<file path="src/rtl/obstacle_pkg.sv">
// obstacle_pkg: shared types for the obstacle field and its candidate checker.
package obstacle_pkg;
  localparam int COORD_MAX_W = 8;
  typedef logic [COORD_MAX_W-1:0] coord_t;
  typedef enum logic [1:0] {IDLE, CAPTURE, SCAN, COMMIT} state_t;
  typedef struct packed {
    logic   valid;
    coord_t x;
    coord_t y;
  } obs_slot_t;
endpackage

</file>
<file path="src/rtl/obstacle_candidate_check.sv">
// obstacle_candidate_check: single-cycle static rejection of a candidate cell.
module obstacle_candidate_check
  import obstacle_pkg::*;
#(
  parameter int GRID_W  = 16,
  parameter int GRID_H  = 16,
  parameter int MAX_OBS = 8
) (
  input  coord_t    cand_x,
  input  coord_t    cand_y,
  input  coord_t    apple_x,
  input  coord_t    apple_y,
  input  coord_t    head_x,
  input  coord_t    head_y,
  input  logic      head_valid,
  input  obs_slot_t slots [MAX_OBS],
  output logic      hit
);
  logic border, apple, near, slot;
  always_comb begin
    border = cand_x == '0 || cand_x == coord_t'(GRID_W - 1) ||
             cand_y == '0 || cand_y == coord_t'(GRID_H - 1);
    apple  = cand_x == apple_x && cand_y == apple_y;
    // widened by one bit so the +1 cannot wrap at the coordinate limit
    near   = head_valid &&
             {1'b0, cand_x} + 9'd1 >= {1'b0, head_x} && {1'b0, head_x} + 9'd1 >= {1'b0, cand_x} &&
             {1'b0, cand_y} + 9'd1 >= {1'b0, head_y} && {1'b0, head_y} + 9'd1 >= {1'b0, cand_y};
    slot   = 1'b0;
    for (int i = 0; i < MAX_OBS; i++)
      slot |= slots[i].valid && slots[i].x == cand_x && slots[i].y == cand_y;
    hit = border || apple || near || slot;
  end
endmodule

</file>
<file path="src/rtl/obstacle_field.sv">
// obstacle_field: stores up to MAX_OBS obstacle cells, adding one vetted random
// candidate per request, and answers the pixel-scan query combinationally.
module obstacle_field
  import obstacle_pkg::*;
#(
  parameter int GRID_W         = 16,
  parameter int GRID_H         = 16,
  parameter int COORD_W        = 4,
  parameter int MAX_LENGTH     = 80,
  parameter int MAX_OBS        = 8,
  parameter int MAX_TRIES      = 4,
  parameter bit REPLACE_OLDEST = 1'b1
) (
  input  logic                                   clk,
  input  logic                                   nRst,
  input  logic                                   sync_reset,
  input  logic                                   enable,
  input  logic                                   add_req,
  input  logic [COORD_W-1:0]                     randX,
  input  logic [COORD_W-1:0]                     randY,
  input  logic [COORD_W-1:0]                     appleX,
  input  logic [COORD_W-1:0]                     appleY,
  input  logic [MAX_LENGTH-1:0][2*COORD_W-1:0]   body,
  input  logic [7:0]                             curr_length,
  input  logic [COORD_W-1:0]                     x,
  input  logic [COORD_W-1:0]                     y,
  output logic                                   obstacle,
  output logic [$clog2(MAX_OBS+1)-1:0]           obs_count,
  output logic                                   busy,
  output logic                                   add_done,
  output logic                                   add_fail
);
  localparam int CNT_W = $clog2(MAX_OBS + 1);
  localparam int PTR_W = MAX_OBS > 1 ? $clog2(MAX_OBS) : 1;
  localparam int TRY_W = $clog2(MAX_TRIES + 1);
  localparam int IDX_W = MAX_LENGTH > 1 ? $clog2(MAX_LENGTH) : 1;

  state_t             state_q, state_d;
  logic [IDX_W-1:0]   idx_q, idx_d;
  logic [TRY_W-1:0]   tries_q, tries_d;
  logic [COORD_W-1:0] cand_x_q, cand_x_d, cand_y_q, cand_y_d;
  logic [CNT_W-1:0]   cnt_q, cnt_d;
  logic [PTR_W-1:0]   wr_ptr_q, wr_ptr_d;
  logic               done_q, done_d, fail_q, fail_d;
  obs_slot_t          slots_q [MAX_OBS];
  obs_slot_t          slots_d [MAX_OBS];
  logic               static_hit, retry, full, obs_hit;
  coord_t             chk_x, chk_y, apple_x, apple_y, head_x, head_y;
  int                 scan_len;

  assign chk_x   = coord_t'(randX);
  assign chk_y   = coord_t'(randY);
  assign apple_x = coord_t'(appleX);
  assign apple_y = coord_t'(appleY);
  assign head_x  = coord_t'(body[0][2*COORD_W-1:COORD_W]);
  assign head_y  = coord_t'(body[0][COORD_W-1:0]);
  assign full    = int'(cnt_q) == MAX_OBS;

  obstacle_candidate_check #(.GRID_W(GRID_W), .GRID_H(GRID_H), .MAX_OBS(MAX_OBS)) u_check (
    .cand_x    (chk_x),
    .cand_y    (chk_y),
    .apple_x   (apple_x),
    .apple_y   (apple_y),
    .head_x    (head_x),
    .head_y    (head_y),
    .head_valid(curr_length != 8'd0),
    .slots     (slots_q),
    .hit       (static_hit)
  );

  always_comb begin
    state_d  = state_q;
    idx_d    = idx_q;
    tries_d  = tries_q;
    cand_x_d = cand_x_q;
    cand_y_d = cand_y_q;
    cnt_d    = cnt_q;
    wr_ptr_d = wr_ptr_q;
    slots_d  = slots_q;
    done_d   = 1'b0;
    fail_d   = 1'b0;
    retry    = 1'b0;
    scan_len = int'(curr_length) > MAX_LENGTH ? MAX_LENGTH : int'(curr_length);
    if (sync_reset) begin
      state_d  = IDLE;
      idx_d    = '0;
      tries_d  = '0;
      cnt_d    = '0;
      wr_ptr_d = '0;
      for (int i = 0; i < MAX_OBS; i++) slots_d[i].valid = 1'b0;
    end else begin
      case (state_q)
        IDLE: if (add_req && enable) begin
          tries_d = '0;
          if (full && !REPLACE_OLDEST) fail_d = 1'b1;
          else state_d = CAPTURE;
        end
        CAPTURE: begin
          cand_x_d = randX;
          cand_y_d = randY;
          idx_d    = '0;
          if (static_hit) retry = 1'b1;
          else state_d = scan_len == 0 ? COMMIT : SCAN;
        end
        SCAN:
          if (body[idx_q] == {cand_x_q, cand_y_q}) retry = 1'b1;
          else if (int'(idx_q) + 1 >= scan_len) state_d = COMMIT;
          else idx_d = idx_q + 1'b1;
        COMMIT: begin
          slots_d[wr_ptr_q] = '{valid: 1'b1, x: coord_t'(cand_x_q), y: coord_t'(cand_y_q)};
          wr_ptr_d = int'(wr_ptr_q) == MAX_OBS - 1 ? '0 : wr_ptr_q + 1'b1;
          cnt_d    = full ? cnt_q : cnt_q + 1'b1;
          done_d   = 1'b1;
          state_d  = IDLE;
        end
        default: state_d = IDLE;
      endcase
      if (retry) begin
        tries_d = tries_q + 1'b1;
        fail_d  = int'(tries_q) + 1 >= MAX_TRIES;
        state_d = fail_d ? IDLE : CAPTURE;
      end
    end
  end

  always_ff @(posedge clk or negedge nRst)
    if (!nRst) begin
      state_q  <= IDLE;
      idx_q    <= '0;
      tries_q  <= '0;
      cand_x_q <= '0;
      cand_y_q <= '0;
      cnt_q    <= '0;
      wr_ptr_q <= '0;
      done_q   <= 1'b0;
      fail_q   <= 1'b0;
      for (int i = 0; i < MAX_OBS; i++) slots_q[i] <= '0;
    end else begin
      state_q  <= state_d;
      idx_q    <= idx_d;
      tries_q  <= tries_d;
      cand_x_q <= cand_x_d;
      cand_y_q <= cand_y_d;
      cnt_q    <= cnt_d;
      wr_ptr_q <= wr_ptr_d;
      done_q   <= done_d;
      fail_q   <= fail_d;
      slots_q  <= slots_d;
    end

  always_comb begin
    obs_hit = 1'b0;
    for (int i = 0; i < MAX_OBS; i++)
      obs_hit |= slots_q[i].valid && slots_q[i].x == coord_t'(x) && slots_q[i].y == coord_t'(y);
  end

  assign obstacle  = enable && obs_hit;
  assign obs_count = cnt_q;
  assign busy      = state_q != IDLE;
  assign add_done  = done_q;
  assign add_fail  = fail_q;
endmodule

</file>
<file path="config.mk">
export PLATFORM = sky130hd
export DESIGN_NAME = obstacle_field
export DESIGN_NICKNAME = d
export VERILOG_FILES = /design/src/rtl/obstacle_pkg.sv /design/src/rtl/obstacle_candidate_check.sv /design/src/rtl/obstacle_field.sv
export SDC_FILE = /design/constraint.sdc
export NUM_CORES = 1
export LEC_CHECK = 0
export ABC_AREA = 1
export BUFFER_PORTS_ARGS = -buffer_cell sky130_fd_sc_hd__buf_2
export CORE_AREA = 2 2 263 265
export CTS_BUF_LIST = sky130_fd_sc_hd__clkbuf_4 sky130_fd_sc_hd__clkbuf_8
export DETAILED_ROUTE_END_ITERATION = 8
export DIE_AREA = 0 0 265 267
export GPL_TIMING_DRIVEN = 0
export SLEW_MARGIN = 5
export SYNTH_ARGS = -nofsm -noshare
export SYNTH_HDL_FRONTEND = slang
export SYNTH_SLANG_ARGS = --single-unit
</file>
<file path="constraint.sdc">
create_clock -name clk -period 4.92 [get_ports clk]
set_input_delay 0.246 -clock clk [delete_from_list [all_inputs] [get_ports clk]]
set_output_delay 0.246 -clock clk [all_outputs]
set_load 0.03 [all_outputs]
</file>
==> results.md <==
* Core area at 0.06799 mm^2
* Max FO, Critical Path at 10
* Critical-path top delay cell: clkbuf_1
* Synth top area share at 0.2439
* Post-Synth Simple-Gate Area at 0.4709
* Synth Area in Adders at 0.03585
* Die W at 265 um
* CTS max path bufs at 2
* RSZ-0062 raised after global routing: no
* VDD IR max at 205.7 uV
* First-pass GRT wire length at 135,500 um
* Placed Instance Area at 0.01778 mm^2
* Worst stage delay on the critical path at 920 ps
* Post-detail-place hpwl at 80,110 um
* Final worst path period need at 4243 ps
* Cell taking the most area after synthesis: nand2_1
* Fillers at 7,979
* Mean post-synth cell area at 5.774 um^2
* Critical path's most frequent cell: nand2_1
* Pwr Density at 430.4 mW/mm^2
* Multi-input combinational cell area at 0.009305 mm^2
* Seq. cell area at 0.002527 mm^2
* Top FF cell, synth: dfrtp_1
* RePlAce Congestion at 0.9892
* Most Crowded Layer GR: met2
* Ports at 685
* Final-stage net count at 3,701
* Layout area overhead at 36.11%
* Compound-gate portion of the synthesized area at 0.1509
* Seq/Total Area, Yosys at 0.1905
* Top post-synthesis cells by count: nand2_1, nand3_1, o21ai_0, nor2_1
* Total grt overflow at 0
* Vias/cell at 5.125
* DRC errors left at 0
* Worst Setup Start Kind: flop
* Synth Cell Area at 0.01326 mm^2
* Hold_ws at 237.5 ps
* Synth cell types at 50
* R2R Path Start: idx_q[2]
* Place WS at 628.1 ps
* Clock transition at path regs at 120 ps
* Routed Wire Length at 99,990 um
* Final hold vios at 0
* Area contributors post-synth: nand2_1, dfrtp_1, nand3_1
* Mux share of post-synthesis cell area at 0
* Final Util at 0.2656
* Final worst-path cycle share at 0.8625
* Arrival @ worst endpoint at 4490 ps
* Share of layout cells above drive strength 1 at 0.2738
* CP Capture Type: flop
* Drt first pass iters at 8
* Worst-path cell chain: buf_4, buf_2, clkbuf_1, o221ai_1, o211ai_1, nand2_1, nand2_1, nand2_1, nand2_1, nand2_1, nor2_1, nand3_1, o21ai_4, nand2_2, nor3_1
* Via Count at 19.98k
* CTS Sinks at 101
* Post-synthesis register bit count at 101
* Met1 GRT Util at 0.3470
* Hold Path Class: input pin to asynchronous set/reset pin
* Final Cell Area at 0.01805 mm^2
* Synth Instances at 2,297
* Leakage at 9.209 nW
* Slew Viols, Final at 0
* Fmax at 235.7 MHz
* Setup-failing EPs final at 0
* Clk root buf: clkbuf_8
* Ys Warns at 0
* FF-to-FF path depth at 15
* EDFF count, synth at 0
* Max Cap Viol at 0
* Die area at 0.07076 mm^2
* Die height at 267 um
* Tightest Pin Transition at 1212 ps
* Setup_tns at 0 ps
* Tot GR Track Use at 0.2689
* Critical R2R Capture: add_fail
* Met2 GRT Util at 0.4216
* Vias in the first global route at 18.41k
* Critical Path RT at 5170 ps
* # rows at 96
* CP Class: flop to flop
* Routed Antenna Nets at 0
* WL/cell at 25.64 um
* Worst setup margin at 676.7 ps
* Port Buffers at 676
* Initial DRC count at 2,152
* Initial core utilization at 0.1951
* Antenna violations before repair at 52
* Status: completed
* Pin count of the biggest net entering global routing at 83
* Max_slew headroom at 0.1919
* Synth Net Count at 3,012
* CTS-repair resized insts at 0
* Synth async-reset ratio at 1.000
* Xor and xnor fraction of the mapped netlist area at 0.04358
* Number of CTS-inserted buffers at 9
* Worst-skew pair later-pin latency at 400 ps
* Flop-to-flop setup slack at 680 ps
* Largest family of logic cells by synthesized area: simple AND/OR/NAND/NOR gates
* Clock Skews at 21.32 ps
* CTS tree: built
* Met3 Use GR at 0.06209
* H-tree lvl count at 3
* Most frequent cell after synthesis: nand2_1
==> logic make-up after synthesis <==
family,Yosys count
AND/OR/NAND/NOR,1480
AO/OA/AOI/OAI,328
buffers and inverters,283
flip-flops,101
XOR/XNOR,66
adder cells (fa/ha/maj),38
other,1
==> area by class of cell <==
class | count | area share
buffer | 175 | 0.05641
inverter | 108 | 0.02287
sequential | 101 | 0.1400
antenna | 26 | 0.003604
tap | 882 | 0.06113
timing repair buffer | 678 | 0.1898
multi-input combinational | 1913 | 0.5154
clock inverter | 5 | 0.002356
clock buffer | 11 | 0.008386
==> critical path: cells and delay by family (launching register included) <==
family | cells | cell delay [ps]
compound gates | 3 | 1000
buf+inv | 3 | 1500
flops | 1 | 340
simple gates | 9 | 1220
==> flip-flops by register name, indices dropped and copies added, names as in the netlist <==
register,cells
wr_ptr_q,3
state_q,2
add_fail,1
obs_count,4
idx_q,7
slots_q,72
cand_y_q,4
add_done,1
tries_q,3
cand_x_q,4
==> stage by stage <==
stage / total power, mW / cells
floorplan: 4.414 / 2297
global placement: 7.113 / 3855
detailed placement: 7.124 / 3856
CTS: 7.681 / 3873
global route: 8.277 / 3892
finish: 7.770 / 3899
==> report_power, final <==
part	switching, mW	internal [mW]
Clock	0.327	0.218
Combinational	4.45	1.74
Sequential	0.0990	0.935
==> how the worst max path moves through the flow <==
stage	to	slack, ps	from	cells past startpoint
final	add_fail	680	idx_q[2]	15
after global routing	add_fail	300	idx_q[0]	14
after CTS	add_fail	600	idx_q[0]	14
after detailed placement	add_fail	630	idx_q[0]	14
after global placement	add_fail	620	idx_q[0]	14
after floorplan	idx_q[5]	2130	curr_length[0]	20
==> routing by layer <==
metal	share of wire	vias up
li1	-	9138
met1	0.41	9358
met2	0.45	1237
met3	0.094	227
met4	0.045	22
met5	0.0015	-
==> repair_timing <==
action	4_1_cts	5_1_grt
hold endpoints to repair	19	0
setup endpoints to repair	0	0
hold buffers	1	0
buffers inserted	0	0
==> cells in the final DEF (no fill, tap or decap), types with 15 or more instances in the layout <==
master / synthesis / routed
nand2_1: 862 / 862
buf_2: 63 / 738
nand3_1: 473 / 473
buf_6: 21 / 22
o22ai_1: 41 / 41
o211ai_1: 15 / 15
ha_1: 38 / 38
dfrtp_1: 101 / 101
o21ai_0: 157 / 157
xor2_1: 42 / 42
o221ai_1: 23 / 23
nor2_1: 102 / 102
xnor2_1: 24 / 24
diode_2: 0 / 26
buf_4: 26 / 26
a21oi_1: 28 / 28
nand4_1: 18 / 18
inv_1: 101 / 101
clkbuf_1: 53 / 53
(Power assumes the default switching activity.)
